`src/rtl/timer_pkg.sv`:
```
// timer_pkg: shared definitions for the 32-bit timer counting engine.
// Contents:
//   - FSM state encoding (IDLE, LOAD, RUN, DONE).
//   - Bit positions of the fields in the control register.
package timer_pkg;

    typedef logic [1:0] state_t;

    localparam state_t IDLE = 2'd0;
    localparam state_t LOAD = 2'd1;
    localparam state_t RUN  = 2'd2;
    localparam state_t DONE = 2'd3;

    localparam int unsigned CTRL_EN  = 0;
    localparam int unsigned CTRL_AR  = 1;
    localparam int unsigned CTRL_IRQ = 3;
    localparam int unsigned CTRL_CLR = 4;

endpackage

```
`src/rtl/timer_prescaler.sv`:
```
// timer_prescaler: divides the clock by (limit + 1) while the timer is running.
// Ports:
//   clock  in   system clock
//   reset  in   synchronous active-high reset
//   clear  in   forces the prescale counter back to 0
//   run    in   counter advances only while high
//   limit  in   prescale value S; tick fires when the counter equals it
//   tick   out  one-cycle pulse on each compare match
module timer_prescaler
    import timer_pkg::*;
#(
    parameter int unsigned WIDTH = 32
) (
    input  logic             clock,
    input  logic             reset,
    input  logic             clear,
    input  logic             run,
    input  logic [WIDTH-1:0] limit,
    output logic             tick
);

    localparam logic [WIDTH-1:0] ONE = 1;

    logic [WIDTH-1:0] pcnt_q;
    logic             match;

    // Full-width equality compare, so limit = all-ones never overflows pcnt.
    assign match = (pcnt_q == limit);
    assign tick  = run & ~clear & match;

    always_ff @(posedge clock) begin
        if (reset) begin
            pcnt_q <= '0;
        end else if (clear) begin
            pcnt_q <= '0;
        end else if (run) begin
            pcnt_q <= match ? '0 : pcnt_q + ONE;
        end
    end

endmodule

```
`src/rtl/timer_32b_core.sv`:
```
// timer_32b_core: counting engine of the 32-bit Avalon timer peripheral.
// Ports:
//   clock     in   system clock
//   reset     in   synchronous active-high reset
//   ctrl      in   control: bit0 enable, bit1 auto_reload, bit3 irq_en, bit4 clr
//   period    in   reload value P, sampled at LOAD and at auto-reload
//   prescale  in   prescale divisor minus one S, sampled on each compare
//   data      out  current count value
//   we        out  one-cycle strobe marking a new count value on data
//   expired   out  sticky expiry flag, cleared by a clr rising edge
//   irq       out  registered level interrupt (expired & irq_en)
// Build option: define TIMER_IRQ_EN to generate irq; otherwise irq is tied to 0
// and ctrl[3] is ignored.
module timer_32b_core
    import timer_pkg::*;
#(
    parameter int unsigned WIDTH = 32
) (
    input  logic             clock,
    input  logic             reset,
    input  logic [31:0]      ctrl,
    input  logic [WIDTH-1:0] period,
    input  logic [WIDTH-1:0] prescale,
    output logic [WIDTH-1:0] data,
    output logic             we,
    output logic             expired,
    output logic             irq
);

    localparam logic [WIDTH-1:0] ONE = 1;

    state_t           state_q, state_d;
    logic [WIDTH-1:0] count_q, count_d;
    logic             we_q, we_d;
    logic             expired_q, expired_d;
    logic             en_q, clr_q;

    logic en_rise, clr_rise;
    logic enable;
    logic tick;
    logic pre_run, pre_clear;
    logic expire;

    assign enable   = ctrl[CTRL_EN];
    assign en_rise  = enable & ~en_q;
    assign clr_rise = ctrl[CTRL_CLR] & ~clr_q;

    assign pre_run   = (state_q == RUN);
    // Prescaler restarts from 0 whenever the engine leaves RUN or is disabled.
    assign pre_clear = (state_q != RUN) | ~enable;

    timer_prescaler #(
        .WIDTH (WIDTH)
    ) u_prescaler (
        .clock (clock),
        .reset (reset),
        .clear (pre_clear),
        .run   (pre_run),
        .limit (prescale),
        .tick  (tick)
    );

    always_comb begin
        state_d = state_q;
        count_d = count_q;
        we_d    = 1'b0;
        expire  = 1'b0;
        unique case (state_q)
            IDLE: begin
                if (en_rise) begin
                    state_d = LOAD;
                end
            end
            LOAD: begin
                count_d = period;
                we_d    = 1'b1;
                state_d = RUN;
            end
            RUN: begin
                // Disable wins over a coincident tick; count is held.
                if (!enable) begin
                    state_d = IDLE;
                end else if (tick) begin
                    if (count_q != '0) begin
                        count_d = count_q - ONE;
                        we_d    = 1'b1;
                    end else begin
                        expire = 1'b1;
                        if (ctrl[CTRL_AR]) begin
                            count_d = period;
                            we_d    = 1'b1;
                        end else begin
                            state_d = DONE;
                        end
                    end
                end
            end
            DONE: begin
                if (!enable) begin
                    state_d = IDLE;
                end
            end
            default: begin
                state_d = IDLE;
            end
        endcase
    end

    // Expiry takes priority over a clr edge in the same cycle.
    always_comb begin
        expired_d = expired_q;
        if (expire) begin
            expired_d = 1'b1;
        end else if (clr_rise) begin
            expired_d = 1'b0;
        end
    end

    always_ff @(posedge clock) begin
        if (reset) begin
            state_q   <= IDLE;
            count_q   <= '0;
            we_q      <= 1'b0;
            expired_q <= 1'b0;
            en_q      <= 1'b0;
            clr_q     <= 1'b0;
        end else begin
            state_q   <= state_d;
            count_q   <= count_d;
            we_q      <= we_d;
            expired_q <= expired_d;
            en_q      <= enable;
            clr_q     <= ctrl[CTRL_CLR];
        end
    end

    assign data    = count_q;
    assign we      = we_q;
    assign expired = expired_q;

`ifdef TIMER_IRQ_EN
    logic irq_q;

    always_ff @(posedge clock) begin
        if (reset) begin
            irq_q <= 1'b0;
        end else begin
            irq_q <= expired_q & ctrl[CTRL_IRQ];
        end
    end

    assign irq = irq_q;

    logic unused_ctrl;
    assign unused_ctrl = ^{ctrl[31:5], ctrl[2]};
`else
    assign irq = 1'b0;

    logic unused_ctrl;
    assign unused_ctrl = ^{ctrl[31:5], ctrl[3:2]};
`endif

endmodule

```
`config.mk`:
```
export PLATFORM = sky130hd
export DESIGN_NAME = timer_32b_core
export DESIGN_NICKNAME = d
export VERILOG_FILES = /design/src/rtl/timer_pkg.sv /design/src/rtl/timer_prescaler.sv /design/src/rtl/timer_32b_core.sv
export SDC_FILE = /design/constraint.sdc
export NUM_CORES = 1
export LEC_CHECK = 0
export CAP_MARGIN = 0
export CORE_ASPECT_RATIO = 1.75
export CORE_UTILIZATION = 31
export CTS_CLUSTER_DIAMETER = 40
export DETAILED_ROUTE_END_ITERATION = 10
export GPL_TIMING_DRIVEN = 0
export MAX_ROUTING_LAYER = met4
export PLACE_DENSITY = 0.58
export SYNTH_ARGS = -nofsm -noshare
export SYNTH_HDL_FRONTEND = slang
export SYNTH_SLANG_ARGS = --single-unit
```
`constraint.sdc`:
```
create_clock -name clock -period 7.4 [get_ports clock]
set_input_delay 1.85 -clock clock [delete_from_list [all_inputs] [get_ports clock]]
set_output_delay 1.85 -clock clock [all_outputs]
set_load 0.005 [all_outputs]
```
==> results by group <==
Outcome
  • Outcome: complete, no violations

Clocking
  • Clock slew at reported path FFs: 0.06 ns
  • CTS tree: built
  • CTS max path bufs: 2
  • H-tree depth: 3
  • CTS sink cnt: 70
  • CTS Buf Count: 9
  • Clk_lat worst skew: approximately 0.33 ns
  • CTS resizes: 0
  • Post-CTS Hold Buffers: 0
  • Post-CTS Setup Bufs: 0
  • CTS Root Cell: clkbuf_16

STA
  • Worst slew margin: a little over two fifths
  • RSZ-0062 raised after global routing: no
  • Min Hold Slack: 0.498 ns
  • # setup viols final: 0
  • Tmin final: 4.63 ns
  • TNS Setup: 0 ns
  • F_max: between 200 and 250 MHz
  • Final slew viol count: 0
  • Clock Skew: between 0.01 and 0.015 ns
  • Fin. Hold Viols: 0
  • Least-Margin Pin Slew: ~0.87 ns
  • Period utilization: 62.6%

Power
  • Cell Int Power: 0.943 mW
  • Clk pwr share: 24.8%
  • Total leakage power: 2.09 nW
  • Sw Share: between 40% and 50%
  • P_sw: between 0.6 and 0.7 mW
  • Comb pwr share: roughly 44%
  • Worst vdd ir: around 130 uV
  • PwrDens: around 270 nW/um^2
  • Seq pwr share: 30.8%

Hold path
  • Hold Crit Class: reg -> reg
  • WHS Path Cells: 2

Detailed routing
  • Iteration-0 DRC Markers: about 270
  • Vias per cell: approximately 5.6
  • Drt wl/cell: 19.6 um
  • First drt pass iteration count: 4
  • Detail Route Antenna Nets: 0
  • Vias after detailed routing: 4807
  • Drt drc: 0
  • Total Wirelength: 16800 um

Synth
  • Area of the mapped netlist: approximately 4400 um^2
  • Post-synth cell types: 55
  • Async S/R FF share, synth: 0%
  • YS warnings: 0
  • EDFF count, synth: 0
  • Count leader, synth: dfxtp_1
  • Register area share after synthesis: a little under a third
  • Post-synth top area share: between 30% and 40%
  • Post-synth top cells: 70 x dfxtp_1, 68 x nor2_1, 47 x xor2_1, 39 x a21oi_1, 33 x nand2_1
  • Syn avg cell area: between 7 and 8 um^2
  • Yosys reg bits: 70
  • Synth Flop Type: dfxtp_1
  • Cells after synthesis: roughly 560
  • Top cells by area, synth: dfxtp_1 32%, xor2_1 9.4%, nor2_1 5.8%
  • Leading area contributor after synthesis: dfxtp_1
  • Syn nets: 670

Finish
  • Layout cell share with drive strength beyond 1: about 5%
  • Area delta synth->final: 34.3%
  • Final standard cell area without fillers: between 5000 and 6000 um^2
  • Nets: just under 800
  • # fillers: about 1500
  • Storage cell area: between 1000 and 1500 um^2
  • Multi-input logic area: between 2000 and 3000 um^2
  • Final core occ: around 43%
  • Layout Cells excl Fill: ~860
  • Ant diodes: 0

Floorplanning
  • Die H: approximately 160 um
  • Initial Utilization: a little under a third
  • Row count: 57
  • Top Ports: roughly 130
  • Die area: ~15000 um^2
  • Core ar.: about 14000 um^2
  • Width of the die: ~92 um

Global route
  • First-pass GRT wire length: around 26000 um
  • Initial antenna violation count: 0
  • Pin count of the biggest net entering global routing: 12
  • GRT Resource Usage Total: 23.5%
  • GRT overflow: 0
  • Vias in the first global route: ~4900

Setup path
  • Crit start category: input port
  • WP data required: 7.64 ns
  • CP max FO: 10
  • Arr. time, crit path: between 4 and 5 ns
  • Reg2Reg Depth: 7
  • Crit path kind: in -> reg
  • Crit end category: flop

Placement
  • Area after DPL: approximately 5600 um^2
  • Placed insts: 843
  • Port bufs: approximately 100
  • Hpwl dp: ~13000 um
  • RePlAce Congestion: approximately 0.97

Job
  • Number of max-cap violations: 0
cell families (layout without fill, tap and decap cells):
group / count (synthesis) / in the layout / share of synthesized area, %
xor+xnor: 60 / 60 / 11.9
fa+ha+maj: 8 / 8 / 2.28
simple gates: 245 / 245 / 29.9
mux: 3 / 3 / 0.683
buf+inv: 58 / 174 / 5.29
other cells: 1 / 1 / 0.0853
compound gates: 119 / 119 / 17.9
flops: 70 / 70 / 31.9
critical path, cell delays in order:
cell and delay (ns):
clkdlybuf4s50_1 0.41, xor2_1 0.15, nor4_1 0.33, nand4_1 0.36, nor4_2 0.69, nor2_1 0.30, clkbuf_1 0.39, o32ai_1 0.37
per-stage QoR:
step / total power, mW / setup WS [ns]
2_1_floorplan: 0.895 / 3.61
3_3_place_gp: 1.19 / 2.43
3_5_place_dp: 1.20 / 2.48
4_1_cts: 1.60 / 2.83
5_1_grt: 1.69 / 2.65
6_report: 1.60 / 2.77
power groups by stage:
stage	Clock (mW)	Sequential (mW)	Combinational (mW)
floorplan	0	0.483	0.412
finish	0.399	0.495	0.711
global route	0.422	0.501	0.768
global placement	0	0.499	0.696
CTS	0.409	0.491	0.701
detailed placement	0	0.498	0.697
routing by layer:
layer	GRT usage, %	routed length (um)
met5	-	0
met1	23.1	6140
met4	14.1	858
met2	42.0	8830
met3	4.44	949
flip-flops by register name, indices dropped and copies added, names as in the netlist:
register and cells:
state_q 2, we 1, en_q 1, expired 1, data 32, clr_q 1
u_prescaler.pcnt_q 32
path summary, 6_finish.rpt:
path,from,endpoint,slack [ns]
setup / recovery,prescale[30],data[17]$_SDFFE_PP0P_,2.77
hold / removal,expired$_SDFFE_PP0P_,expired$_SDFFE_PP0P_,0.50
setup reg to reg,data[5]$_SDFFE_PP0P_,data[17]$_SDFFE_PP0P_,3.85
hold reg to reg,expired$_SDFFE_PP0P_,expired$_SDFFE_PP0P_,0.50
final cells by class:
cell class / instances / share of cell area (%)
clock buffer: 10 / 4.05
clock inverter: 4 / 0.424
buffer: 36 / 2.54
inverter: 22 / 1.40
multi-input combinational: 436 / 46.8
timing repair buffer: 102 / 17.3
tap: 177 / 3.75
sequential: 70 / 23.7
cell usage in the layout (no fill, tap or decap), types with 4 or more instances in the layout:
master / n
inv_1: 22
dfxtp_1: 70
nand4_1: 15
buf_2: 9
and2_1: 5
nand3_1: 22
nor3_1: 21
xnor2_1: 13
ha_1: 8
a221o_1: 5
o21ai_1: 6
o21ai_0: 12
nand2_1: 33
clkdlybuf4s50_1: 102
nor2_1: 68
a21oi_1: 39
or3_1: 4
xor2_1: 47
clkbuf_16: 9
o22ai_1: 9
a22oi_1: 8
and3_1: 8
nand2b_1: 19
nor4_1: 22
clkbuf_1: 25
o32ai_1: 13
a211oi_1: 4
or4_1: 5
a221oi_1: 8
Power figures use the tool's default switching activity.
